File: config.mk
export PLATFORM = sky130hd
export DESIGN_NAME = xadac_vload_split_flat
export DESIGN_NICKNAME = d
export VERILOG_FILES = /design/src/rtl/xadac_pkg.sv /design/src/rtl/xadac_if.sv /design/src/rtl/xadac_vload_pick.sv /design/src/rtl/xadac_vload_split.sv /design/src/flat_wrapper.sv
export SDC_FILE = /design/constraint.sdc
export NUM_CORES = 2
export LEC_CHECK = 0
export ABC_CLOCK_PERIOD_IN_PS = 6230
export CAP_MARGIN = 10
export CORE_MARGIN = 3
export CORE_UTILIZATION = 54
export CTS_CLUSTER_SIZE = 24
export DETAILED_ROUTE_END_ITERATION = 8
export HOLD_SLACK_MARGIN = 0.06
export MAX_ROUTING_LAYER = met4
export PLACE_DENSITY = 0.76
export SLEW_MARGIN = 20
export SYNTH_ARGS = -nofsm -noshare
export SYNTH_HDL_FRONTEND = slang
export SYNTH_SLANG_ARGS = --single-unit
export TNS_END_PERCENT = 1
File: constraint.sdc
create_clock -name clk -period 6.23 [get_ports clk]
set_input_delay 1.246 -clock clk [delete_from_list [all_inputs] [get_ports clk]]
set_output_delay 1.246 -clock clk [all_outputs]
set_load 0.05 [all_outputs]
File: src/rtl/xadac_pkg.sv
// Shared types for the xadac coprocessor port and the vector-load splitter.
package xadac_pkg;

  localparam int AddrWidth   = 32;
  localparam int VecLenWidth = 4;
  localparam int IdWidth     = 4;
  localparam int DefVecWidth = 256;
  localparam int DefBusWidth = 64;

  typedef logic [AddrWidth-1:0] AddrT;
  typedef logic [IdWidth-1:0]   IdT;

  typedef struct packed {
    IdT          id;
    logic [31:0] instr;
  } DecReqT;

  typedef struct packed {
    IdT         id;
    logic [2:0] rs_read;
    logic [2:0] rs_clobber;
    logic       vd_read;
    logic       vd_clobber;
    logic       rd_clobber;
    logic       accept;
  } DecRspT;

  typedef struct packed {
    IdT          id;
    logic [31:0] instr;
    AddrT        rs1;
    logic [31:0] rs2;
  } ExeReqT;

  typedef struct packed {
    IdT                     id;
    logic [4:0]             vd_addr;
    logic [DefVecWidth-1:0] vd_data;
    logic                   vd_write;
    logic [4:0]             rd_addr;
    logic [31:0]            rd_data;
    logic                   rd_write;
  } ExeRspT;

  // Per-entry bookkeeping captured at execute time.
  typedef struct packed {
    logic                   busy;
    AddrT                   base;
    logic [4:0]             vd_addr;
    logic [VecLenWidth-1:0] vlen;
  } entry_t;

endpackage

File: src/rtl/xadac_if.sv
// Decode/execute request and response channels between core and coprocessor.
interface xadac_if;
  import xadac_pkg::*;

  logic   dec_req_valid;
  logic   dec_req_ready;
  DecReqT dec_req;
  logic   dec_rsp_valid;
  logic   dec_rsp_ready;
  DecRspT dec_rsp;
  logic   exe_req_valid;
  logic   exe_req_ready;
  ExeReqT exe_req;
  logic   exe_rsp_valid;
  logic   exe_rsp_ready;
  ExeRspT exe_rsp;

  modport mst (
    output dec_req_valid, dec_req, dec_rsp_ready, exe_req_valid, exe_req, exe_rsp_ready,
    input  dec_req_ready, dec_rsp_valid, dec_rsp, exe_req_ready, exe_rsp_valid, exe_rsp
  );

  modport slv (
    input  dec_req_valid, dec_req, dec_rsp_ready, exe_req_valid, exe_req, exe_rsp_ready,
    output dec_req_ready, dec_rsp_valid, dec_rsp, exe_req_ready, exe_rsp_valid, exe_rsp
  );

endinterface

File: src/rtl/xadac_vload_pick.sv
// Fixed-priority picker: reports the lowest set request bit.
module xadac_vload_pick #(
  parameter  int N    = 4,
  localparam int IdxW = (N > 1) ? $clog2(N) : 1
) (
  input  logic [N-1:0]    i_req,
  output logic            o_valid,
  output logic [IdxW-1:0] o_idx
);

  // Scan from the top down so the lowest index is the last to write.
  always_comb begin
    o_valid = 1'b0;
    o_idx   = '0;
    for (int i = N - 1; i >= 0; i--) begin
      if (i_req[i]) begin
        o_valid = 1'b1;
        o_idx   = IdxW'(i);
      end
    end
  end

endmodule

File: src/rtl/xadac_vload_split.sv
// Vector load splitter: one execute request becomes Beats AXI reads whose
// data is reassembled into a full vector register write.
// Optional: XADAC_VLOAD_REPLICATE_EN replicates the first vlen elements
// across the destination register.
module xadac_vload_split
  import xadac_pkg::*;
#(
  parameter  int SbLen     = 4,
  parameter  int VecWidth  = DefVecWidth,
  parameter  int BusWidth  = DefBusWidth,
  parameter  int ElemWidth = 32,
  localparam int Beats     = VecWidth / BusWidth,
  localparam int BeatW     = $clog2(Beats),
  localparam int ArIdW     = $clog2(SbLen) + BeatW
) (
  input  logic                clk,
  input  logic                rstn,
  xadac_if.slv                slv,
  output logic [ArIdW-1:0]    axi_ar_id,
  output AddrT                axi_ar_addr,
  output logic                axi_ar_valid,
  input  logic                axi_ar_ready,
  input  logic [ArIdW-1:0]    axi_r_id,
  input  logic [BusWidth-1:0] axi_r_data,
  input  logic                axi_r_valid,
  output logic                axi_r_ready,
  output logic                r_err
);

  localparam int SbIdxW   = (SbLen > 1) ? $clog2(SbLen) : 1;
  localparam int BeatIdxW = (BeatW > 0) ? BeatW : 1;
  localparam int CntW     = BeatW + 1;
  localparam int ByteLsb  = $clog2(BusWidth / 8);
  localparam int NumElem  = VecWidth / ElemWidth;

  entry_t              r_entry   [SbLen];
  logic [CntW-1:0]     r_issued  [SbLen];
  logic [Beats-1:0]    r_beats   [SbLen];
  logic [VecWidth-1:0] r_data    [SbLen];
  logic [SbLen-1:0]    r_rspSent;
  logic                r_arValid;
  logic [ArIdW-1:0]    r_arId;
  AddrT                r_arAddr;
  logic                r_rReady;
  logic                r_rErr;
  logic                r_rspValid;
  ExeRspT              r_rsp;

  logic                w_exeFire;
  logic [SbIdxW-1:0]   w_exeIdx;
  AddrT                w_exeBase;
  entry_t              w_newEntry;
  logic                w_rFire, w_rGood, w_rBad;
  logic [SbIdxW-1:0]   w_rEntry;
  logic [BeatIdxW-1:0] w_rBeat;
  logic [Beats-1:0]    w_beatsNext [SbLen];
  logic [VecWidth-1:0] w_dataNext  [SbLen];
  logic [SbLen-1:0]    w_arReq, w_rspReq;
  logic                w_arPickValid, w_rspPickValid;
  logic [SbIdxW-1:0]   w_arPick, w_rspPick;
  logic                w_arLoad, w_arIsNew;
  logic [CntW-1:0]     w_arBeatCnt;
  AddrT                w_arBase, w_arAddrNext;
  logic [ArIdW-1:0]    w_arIdNext;
  logic                w_rspLoad, w_rspFire;
  logic [SbIdxW-1:0]   w_rspIdx;
  logic [VecWidth-1:0] w_rspBuf, w_rspData;
  ExeRspT              w_rspNext;
  logic                w_unused;

  assign w_unused = ^{slv.dec_req, slv.exe_req};

  assign slv.dec_rsp_valid = slv.dec_req_valid;
  assign slv.dec_req_ready = slv.dec_rsp_valid && slv.dec_rsp_ready;

  // Decode accepts every instruction: reads rs1, clobbers vd.
  always_comb begin
    slv.dec_rsp            = '0;
    slv.dec_rsp.id         = slv.dec_req.id;
    slv.dec_rsp.rs_read[0] = 1'b1;
    slv.dec_rsp.vd_clobber = 1'b1;
    slv.dec_rsp.accept     = 1'b1;
  end

  assign w_exeIdx          = SbIdxW'(slv.exe_req.id);
  assign slv.exe_req_ready = slv.exe_req_valid && !r_entry[w_exeIdx].busy;
  assign w_exeFire         = slv.exe_req_valid && slv.exe_req_ready;
  assign w_exeBase         = slv.exe_req.rs1 & ~AddrT'((1 << ByteLsb) - 1);

  // Fields captured into a freshly allocated entry.
  always_comb begin
    w_newEntry         = '0;
    w_newEntry.busy    = 1'b1;
    w_newEntry.base    = w_exeBase;
    w_newEntry.vd_addr = slv.exe_req.instr[11:7];
    w_newEntry.vlen    = slv.exe_req.instr[25 +: VecLenWidth];
  end

  assign w_rFire  = axi_r_valid && r_rReady;
  assign w_rEntry = SbIdxW'(axi_r_id >> BeatW);
  assign w_rBeat  = BeatIdxW'(axi_r_id & ArIdW'(Beats - 1));
  assign w_rGood  = w_rFire && r_entry[w_rEntry].busy && !r_beats[w_rEntry][w_rBeat];
  assign w_rBad   = w_rFire && !w_rGood;

  // Fold the incoming R beat in early so a response can launch the next cycle.
  always_comb begin
    for (int i = 0; i < SbLen; i++) begin
      w_beatsNext[i] = r_beats[i];
      w_dataNext[i]  = r_data[i];
      if (w_rGood && (w_rEntry == SbIdxW'(i))) begin
        w_beatsNext[i][w_rBeat]                     = 1'b1;
        w_dataNext[i][w_rBeat*BusWidth +: BusWidth] = axi_r_data;
      end
      w_rspReq[i] = r_entry[i].busy && !r_rspSent[i] && (&w_beatsNext[i]);
      w_arReq[i]  = (r_entry[i].busy && (r_issued[i] < CntW'(Beats))) ||
                    (w_exeFire && (w_exeIdx == SbIdxW'(i)));
    end
  end

  xadac_vload_pick #(.N(SbLen)) u_arPick (
    .i_req(w_arReq), .o_valid(w_arPickValid), .o_idx(w_arPick)
  );

  xadac_vload_pick #(.N(SbLen)) u_rspPick (
    .i_req(w_rspReq), .o_valid(w_rspPickValid), .o_idx(w_rspPick)
  );

  assign w_arLoad  = !r_arValid || axi_ar_ready;
  assign w_rspLoad = !r_rspValid || slv.exe_rsp_ready;
  assign w_rspFire = r_rspValid && slv.exe_rsp_ready;
  assign w_rspIdx  = SbIdxW'(r_rsp.id);

  // Next AR: an entry allocated this cycle starts at beat 0 from the request base.
  always_comb begin
    w_arIsNew    = w_exeFire && (w_exeIdx == w_arPick);
    w_arBeatCnt  = w_arIsNew ? '0 : r_issued[w_arPick];
    w_arBase     = w_arIsNew ? w_exeBase : r_entry[w_arPick].base;
    w_arAddrNext = w_arBase + (AddrT'(w_arBeatCnt) << ByteLsb);
    w_arIdNext   = (ArIdW'(w_arPick) << BeatW) | ArIdW'(w_arBeatCnt);
  end

  // Response payload, optionally replicating the leading vlen elements.
  always_comb begin
    w_rspBuf  = w_dataNext[w_rspPick];
`ifdef XADAC_VLOAD_REPLICATE_EN
    w_rspData = '0;
    for (int e = 0; e < NumElem; e++) begin
      int vl;
      vl = (r_entry[w_rspPick].vlen == '0) ? NumElem : int'(r_entry[w_rspPick].vlen);
      w_rspData[e*ElemWidth +: ElemWidth] = w_rspBuf[(e % vl)*ElemWidth +: ElemWidth];
    end
`else
    w_rspData = w_rspBuf;
`endif
    w_rspNext          = '0;
    w_rspNext.id       = IdT'(w_rspPick);
    w_rspNext.vd_addr  = r_entry[w_rspPick].vd_addr;
    w_rspNext.vd_data  = DefVecWidth'(w_rspData);
    w_rspNext.vd_write = 1'b1;
  end

  // Scoreboard entries: allocate, track issued/returned beats, free on response.
  always_ff @(posedge clk) begin
    if (!rstn) begin
      for (int i = 0; i < SbLen; i++) begin
        r_entry[i]  <= '0;
        r_issued[i] <= '0;
        r_beats[i]  <= '0;
        r_data[i]   <= '0;
      end
      r_rspSent <= '0;
    end else begin
      for (int i = 0; i < SbLen; i++) begin
        r_beats[i] <= w_beatsNext[i];
        r_data[i]  <= w_dataNext[i];
        if (w_exeFire && (w_exeIdx == SbIdxW'(i))) begin
          r_entry[i]  <= w_newEntry;
          r_issued[i] <= '0;
        end
        if (w_arLoad && w_arPickValid && (w_arPick == SbIdxW'(i)))
          r_issued[i] <= w_arBeatCnt + CntW'(1);
        if (w_rspLoad && w_rspPickValid && (w_rspPick == SbIdxW'(i)))
          r_rspSent[i] <= 1'b1;
        if (w_rspFire && (w_rspIdx == SbIdxW'(i))) begin
          r_entry[i].busy <= 1'b0;
          r_rspSent[i]    <= 1'b0;
          r_beats[i]      <= '0;
        end
      end
    end
  end

  // AR output stage, held until accepted.
  always_ff @(posedge clk) begin
    if (!rstn) begin
      r_arValid <= 1'b0;
      r_arId    <= '0;
      r_arAddr  <= '0;
    end else if (w_arLoad) begin
      r_arValid <= w_arPickValid;
      if (w_arPickValid) begin
        r_arId   <= w_arIdNext;
        r_arAddr <= w_arAddrNext;
      end
    end
  end

  // Execute response stage, held until accepted.
  always_ff @(posedge clk) begin
    if (!rstn) begin
      r_rspValid <= 1'b0;
      r_rsp      <= '0;
    end else if (w_rspLoad) begin
      r_rspValid <= w_rspPickValid;
      if (w_rspPickValid) r_rsp <= w_rspNext;
    end
  end

  // R channel always ready out of reset; spurious beats pulse r_err.
  always_ff @(posedge clk) begin
    if (!rstn) begin
      r_rReady <= 1'b0;
      r_rErr   <= 1'b0;
    end else begin
      r_rReady <= 1'b1;
      r_rErr   <= w_rBad;
    end
  end

  assign axi_ar_valid      = r_arValid;
  assign axi_ar_id         = r_arId;
  assign axi_ar_addr       = r_arAddr;
  assign axi_r_ready       = r_rReady;
  assign r_err             = r_rErr;
  assign slv.exe_rsp_valid = r_rspValid;
  assign slv.exe_rsp       = r_rsp;

endmodule

File: src/flat_wrapper.sv
// flat-port wrapper written by rule: the top's interface ports become plain ports
module xadac_vload_split_flat import xadac_pkg::*;
#(
  parameter  int SbLen     = 4,
  parameter  int VecWidth  = DefVecWidth,
  parameter  int BusWidth  = DefBusWidth,
  parameter  int ElemWidth = 32,
  localparam int Beats     = VecWidth / BusWidth,
  localparam int BeatW     = $clog2(Beats),
  localparam int ArIdW     = $clog2(SbLen) + BeatW
)
  (clk, rstn, axi_ar_id, axi_ar_addr, axi_ar_valid, axi_ar_ready, axi_r_id, axi_r_data, axi_r_valid, axi_r_ready, r_err, slv_dec_req_valid, slv_dec_req, slv_dec_rsp_ready, slv_exe_req_valid, slv_exe_req, slv_exe_rsp_ready, slv_dec_req_ready, slv_dec_rsp_valid, slv_dec_rsp, slv_exe_req_ready, slv_exe_rsp_valid, slv_exe_rsp);
  xadac_if slv_i ();
  input  logic clk;
  input  logic rstn;
  output logic [ArIdW-1:0] axi_ar_id;
  output AddrT axi_ar_addr;
  output logic axi_ar_valid;
  input  logic axi_ar_ready;
  input  logic [ArIdW-1:0] axi_r_id;
  input  logic [BusWidth-1:0] axi_r_data;
  input  logic axi_r_valid;
  output logic axi_r_ready;
  output logic r_err;
  input wire logic [$bits(slv_i.dec_req_valid)-1:0] slv_dec_req_valid;
  input wire logic [$bits(slv_i.dec_req)-1:0] slv_dec_req;
  input wire logic [$bits(slv_i.dec_rsp_ready)-1:0] slv_dec_rsp_ready;
  input wire logic [$bits(slv_i.exe_req_valid)-1:0] slv_exe_req_valid;
  input wire logic [$bits(slv_i.exe_req)-1:0] slv_exe_req;
  input wire logic [$bits(slv_i.exe_rsp_ready)-1:0] slv_exe_rsp_ready;
  output wire logic [$bits(slv_i.dec_req_ready)-1:0] slv_dec_req_ready;
  output wire logic [$bits(slv_i.dec_rsp_valid)-1:0] slv_dec_rsp_valid;
  output wire logic [$bits(slv_i.dec_rsp)-1:0] slv_dec_rsp;
  output wire logic [$bits(slv_i.exe_req_ready)-1:0] slv_exe_req_ready;
  output wire logic [$bits(slv_i.exe_rsp_valid)-1:0] slv_exe_rsp_valid;
  output wire logic [$bits(slv_i.exe_rsp)-1:0] slv_exe_rsp;
  assign slv_i.dec_req_valid = slv_dec_req_valid;
  assign slv_i.dec_req = slv_dec_req;
  assign slv_i.dec_rsp_ready = slv_dec_rsp_ready;
  assign slv_i.exe_req_valid = slv_exe_req_valid;
  assign slv_i.exe_req = slv_exe_req;
  assign slv_i.exe_rsp_ready = slv_exe_rsp_ready;
  assign slv_dec_req_ready = slv_i.dec_req_ready;
  assign slv_dec_rsp_valid = slv_i.dec_rsp_valid;
  assign slv_dec_rsp = slv_i.dec_rsp;
  assign slv_exe_req_ready = slv_i.exe_req_ready;
  assign slv_exe_rsp_valid = slv_i.exe_rsp_valid;
  assign slv_exe_rsp = slv_i.exe_rsp;
  xadac_vload_split #(.SbLen(SbLen), .VecWidth(VecWidth), .BusWidth(BusWidth), .ElemWidth(ElemWidth)) u_core (.clk(clk), .rstn(rstn), .slv(slv_i), .axi_ar_id(axi_ar_id), .axi_ar_addr(axi_ar_addr), .axi_ar_valid(axi_ar_valid), .axi_ar_ready(axi_ar_ready), .axi_r_id(axi_r_id), .axi_r_data(axi_r_data), .axi_r_valid(axi_r_valid), .axi_r_ready(axi_r_ready), .r_err(r_err));
endmodule
; Yosys cells after proc, flatten, opt, wreduce, memory -nomap -nowiden
; Memories as Yosys holds them, arrays and structs flattened. A register that Yosys moved wholly into a read port is not among the register bits.
; Cells that the tools add are included.
[word_totals]
register_bits = 303
ram_bits = 1208
in_bits = 212
output_inout_bits = 361
memories = 4
[mem_list]
columns = name, depth, width, read_ports, rd_ports_with_merged_regs, wr, line_no
row1 = u_core.r_data, 4, 256, 4, 0, 4, xadac_vload_split.sv:39  ; logic [VecWidth-1:0] r_data [SbLen];
row2 = u_core.r_entry, 4, 39, 8, 1, 4, xadac_vload_split.sv:36  ; entry_t r_entry [SbLen];
row3 = u_core.r_beats, 4, 4, 5, 0, 4, xadac_vload_split.sv:38  ; logic [Beats-1:0] r_beats [SbLen];
row4 = u_core.r_issued, 4, 3, 5, 0, 4, xadac_vload_split.sv:37  ; logic [CntW-1:0] r_issued [SbLen];
[op_classes]
addsub = 3
magnitude_cmp = 7
n_eq_ne = 16
n_shift = 2
muxes = 103
bitwise = 35
reduce_logical = 75
[op_table]
columns = operator, count
row1 = 2-to-1 mux 256 bit, 10
row2 = bitwise mux 256 bit, 4
row3 = binary-select mux 256 bit (select 2 bit), 1
row4 = "variable shift 64 x 34 -> 256 bit, first input constant", 1
row5 = indexed part select 64 x 34 -> 256 bit, 1
row6 = 2-to-1 mux 39 bit, 4
row7 = 2-to-1 mux 1 bit, 52
row8 = 2-to-1 mux 4 bit, 12
row9 = logical AND 1 bit, 44
row10 = negation 8 -> 34 bit, 1
row11 = adder 32 x 6 -> 32 bit, 1
row12 = 2-to-1 mux 32 bit, 1
row13 = OR 1 bit, 28
row14 = 2-to-1 mux 3 bit, 9
row15 = "equality test 2 bit, second input constant", 10
row16 = 2-to-1 mux 2 bit, 8
row17 = OR 4 bit, 4
row18 = AND reduction 4 bit, 4
row19 = "less-than comparator 3 bit, second input constant", 4
row20 = "equality test 2 x 1 -> 1 bit, second input constant", 5
row21 = logical NOT 1 bit, 10
row22 = logical NOT 2 bit, 5
row23 = OR reduction 2 bit, 4
row24 = logical OR 1 bit, 6
row25 = 11 further kinds, 12

; Logic depth before layout (Yosys ltp)
; An unclocked memory read counts as a cell.
[depth]
depth_word = 17
mapped_depth = 21

; Cells and area by module
; Synthesis repeated with hierarchy kept, for this count alone.
[hier_totals]
hier_cells = 6766
area_unflattened_um2 = 62737.7
[modules_own_cells]
columns = mod, instances, cells_each, area_each_um2
row1 = xadac_vload_split, 1, 6752, 62667.6
row2 = xadac_vload_pick, 2, 7, 35.0

; Worst setup path before layout
; OpenSTA, ideal clock, no wires.
[synth_path]
path_type = input to register
start = in slv_exe_req[97]
end = reg u_core.r_arAddr[31], in the netlist u_core.axi_ar_addr[31]
arrival_ns = 5.719
required_ns = 6.168
path_slack_ns = 0.449
stages = 20
cell_sequence = or4b_1 -> buf_4 -> nand4_4 -> buf_6 -> o21a_2 -> a211oi_1 -> buf_2 -> buf_1 -> clkbuf_1 -> nor4_1 -> ha_1 -> inv_1 -> fa_1 -> inv_1 -> a21oi_1 -> a21o_1 -> or3_1 -> buf_2 -> or4_1 -> nand3_1
[synth_between]
elab_chain_len = 14
word_cells_on_any_way = 31
cone_classes = 1 x add/sub / 4 x eq/ne / 10 x mux / 14 x reduce/logical / 2 x memory
[synth_lines]
columns = element, line_no
row1 = start: declaration, flat_wrapper.sv:29  ; input wire logic [$bits(slv_i.exe_req)-1:0] slv_exe_req;
row2 = branches (longest 12 deep; another with memory (4 x 39 bit)), -
row3 = 2-to-1 mux 3 bit *, xadac_vload_split.sv:136  ; w_arBeatCnt = w_arIsNew ? '0 : r_issued[w_arPick];
row4 = via u_core.w_arBeatCnt[0], xadac_vload_split.sv:62  ; logic [CntW-1:0] w_arBeatCnt;
row5 = adder 32 x 6 -> 32 bit *, xadac_vload_split.sv:138  ; w_arAddrNext = w_arBase + (AddrT'(w_arBeatCnt) << ByteLsb);
row6 = end signal: assignment, xadac_vload_split.sv:203  ; r_arAddr <= w_arAddrNext;
row7 = end: declaration, xadac_vload_split.sv:43  ; AddrT r_arAddr;
; Mark *: on every way through the listed nets, which the timed path passes.
; A chain may end at the register's enable or synchronous reset.

; Worst setup path in the final report
[layout_path]
start = in slv_exe_req[97]
end = reg u_core.r_arAddr[27], in the netlist u_core.axi_ar_addr[27]
; The elaborated chain is that of the path after synthesis.

==> metrics.txt <==
run status completed; FF+latch count, synth between 1000 and 1500; count of cell types in the netlist 96; top post-synthesis cells by count 1333 x dfxtp_1, 1119 x nor2_1, 844 x a32oi_1; Synth warnings 0; multi-input logic area about 0.028 sq mm; die width about 350 um; PortBufs 415; Hold Crit Start u_core.axi_ar_addr[7]; critical path fanouts, max 13; normalized max-slew margin ~15%; Top cell by count, worst path inv_1; clk buf depth 3; Critical Path Source slv_exe_req[97]; initial antenna violation count 5; Fmax a little under 200 MHz; initial DRC count approximately 8000; DRT Wirelength roughly 220000 um; Post-CTS Setup Bufs 0; register clock-pin slew on the reported worst setup and hold paths roughly 0.060 ns; Via density 6.95; Die ar. between 0.1 and 0.15 sq mm; vias in the first global route about 55000; total negative slack 0 ns; worst hold path type flop to flop; pre-CTS setup slack 0.425 ns; Yosys top cell by area dfxtp_1; reg-to-reg startpoint u_core.r_entry[2][38]; Synth Flop Type dfxtp_1; fillers 9512; clock latency on the worst-skew pair about 0.79 ns; top cells by area, synth dfxtp_1 42%, a32oi_1 12%, edfxtp_1 7.8%, nor2_1 6.7%, clkbuf_1 4.8%; Root Buffer Master clkbuf_16; EDFF count, synth between 150 and 200; sequential share of the synthesized area between 50% and 60%; CP arrival around 5.8 ns; Final Cycle Share roughly 83%; Hold Fails Final Rpt 0; slack of the critical path between 1 and 1.5 ns; Slowest cell on crit path clkdlybuf4s50_1; GP Congestion a little over 0.9; mapped cell area approximately 0.063 sq mm; post-CTS sizing 0; detailed placement HPWL roughly 120000 um; final-stage net count about 7000; DRT Pass-1 Iters 8; Power, Total 0.0210 W; Post-synth ARST share 0%; Starting Density 54.7%; WL/cell roughly 26 um; Cells after Synth 6964; cts hold-fix bufs 0; Buf/Inv on CP 4; clock sink count around 1500; Setup CP Type primary input to flop; core area 0.115 sq mm; largest net degree at the start of global routing 227; CP max stage delay 0.67 ns; Max-cap violations 0; overall routing resource usage a little over a third; leakage power between 20 and 30 nW; post-route minimum period ~5 ns; first-pass GRT wire length about 330000 um; pwr/cell area just under 300 mW/mm^2; Num CTS Buffers roughly 160; Slew @ Worst Pin 1.27 ns; most frequent cell after synthesis dfxtp_1; total gr overflow 0; Hold WS 0.453 ns; CP Launch Type primary input; mean post-synth cell area ~9.0 sq um; ANT nets after route 0; Critical Path, Cell by Cell clkdlybuf4s50_1, nor4bb_4, nor2_1, buf_4, or2_2, o22ai_1, nor4_1, ha_1, inv_1, fa_1, inv_1, a21oi_1, a21o_1, or3_1, or2_1, o311ai_1; FP Rows approximately 120; RSZ-0062 raised after global routing no; Seq. cell area about 0.032 sq mm; fin. max-slew vios 0; DRC viols 0; CP required 6.90 ns; Via Count roughly 59000; CTS tree done; share of layout cells above drive strength 1 under 10%; chip height ~350 um; Max H-tree Level 4; final setup violation count 0; worst vdd ir 288 uV; CP delay by family, top simple AND/OR/NAND/NOR gates; area share of the largest cell type after synthesis between 40% and 50%; clock skew between 0.03 and 0.04 ns; final core utilization between 60% and 70%; num ports between 500 and 600; Crit. End Element flop; Area Overhead vs Synth 15.1%
[logic make-up after synthesis]
| kind of cell | after synthesis | synth area share [%] |
|---|---|---|
| fa+ha+maj | 13 | 0.270 |
| mux | 22 | 0.375 |
| simple gates | 2065 | 14.9 |
| flops | 1497 | 50.2 |
| buf+inv | 975 | 6.32 |
| other cells | 2 | 0.0119 |
| xor+xnor | 8 | 0.111 |
| compound gates | 2382 | 27.8 |
[cells in the final DEF (no fill, tap or decap), drive strengths merged, types with 20 or more instances in the layout]
cell type,instances
a221oi,41
or4,22
a21oi,344
conb,65
o21ai,447
edfxtp,164
or3,28
a32oi,844
nor2,1119
clkdlybuf4s50,413
nand2,262
clkinv,31
o21a,106
nand2b,20
and2,228
and3,136
buf,148
dfxtp,1333
clkbuf,234
a32o,218
a31oi,178
a211oi,63
inv,26
nand3,52
nor3,96
nor4,45
[stage by stage]
stage                     instance area, sq um  instances
after floorplan                          63300       7027
final                                    72500       8427
after CTS                                72500       8423
after detailed placement                 67400       8146
after global placement                   67400       8146
after global routing                     72500       8426
[final timing paths]
kind                            end  slack (ns)  cells after the start
max          u_core.axi_ar_addr[27]        1.09                     16
min           u_core.axi_ar_addr[7]        0.45                      2
max reg2reg  u_core.axi_ar_addr[27]        1.63                     15
min reg2reg   u_core.axi_ar_addr[7]        0.45                      2
[worst reg2reg max path: cells and delay by family, from the launching register on]
kind / cells / cell delay (ns)
adders and majority gates: 2 / 0.69
DFF: 1 / 0.57
buffers and inverters: 3 / 0.41
AOI/OAI and AO/OA: 4 / 0.65
and+or+nand+nor: 6 / 2.16
[power by group]
part           internal (W)  total, W  switching (W)
sequential          0.00987   0.00995      0.0000804
combinational      0.000442   0.00169        0.00124
clock               0.00543   0.00939        0.00396
total                0.0157    0.0210        0.00529
[layer usage]
metal	wire, um	global-route usage, %	part of all wire, %	vias up
li1	-	-	-	25603
met4	10400	16.5	4.7	0
met3	24200	7.35	11	574
met5	0	-	0	-
met2	101000	55.1	46	3733
met1	85300	45.2	39	28626
[sequential cells by signal (all words and copies together), names as in the netlist, 4 cells and up]
name and count:
u_core.axi_ar_id 4, u_core.r_rspSent 4, u_core.r_beats 16, u_core.r_data 1024, u_core.r_issued 12, u_core.slv.exe_rsp 264, u_core.r_entry 140, u_core.axi_ar_addr 29
[final cells by class]
class                           count  share of cell area [%]
Multi-Input combinational cell   4555                    38.5
Sequential cell                  1497                    43.6
Tap cell                         1512                    2.61
Clock buffer                      234                    6.43
Inverter                           21                   0.119
Timing Repair Buffer              561                    8.07
Clock inverter                     43                   0.681
Antenna cell                        4                  0.0138
Power figures use the tool's default switching activity.
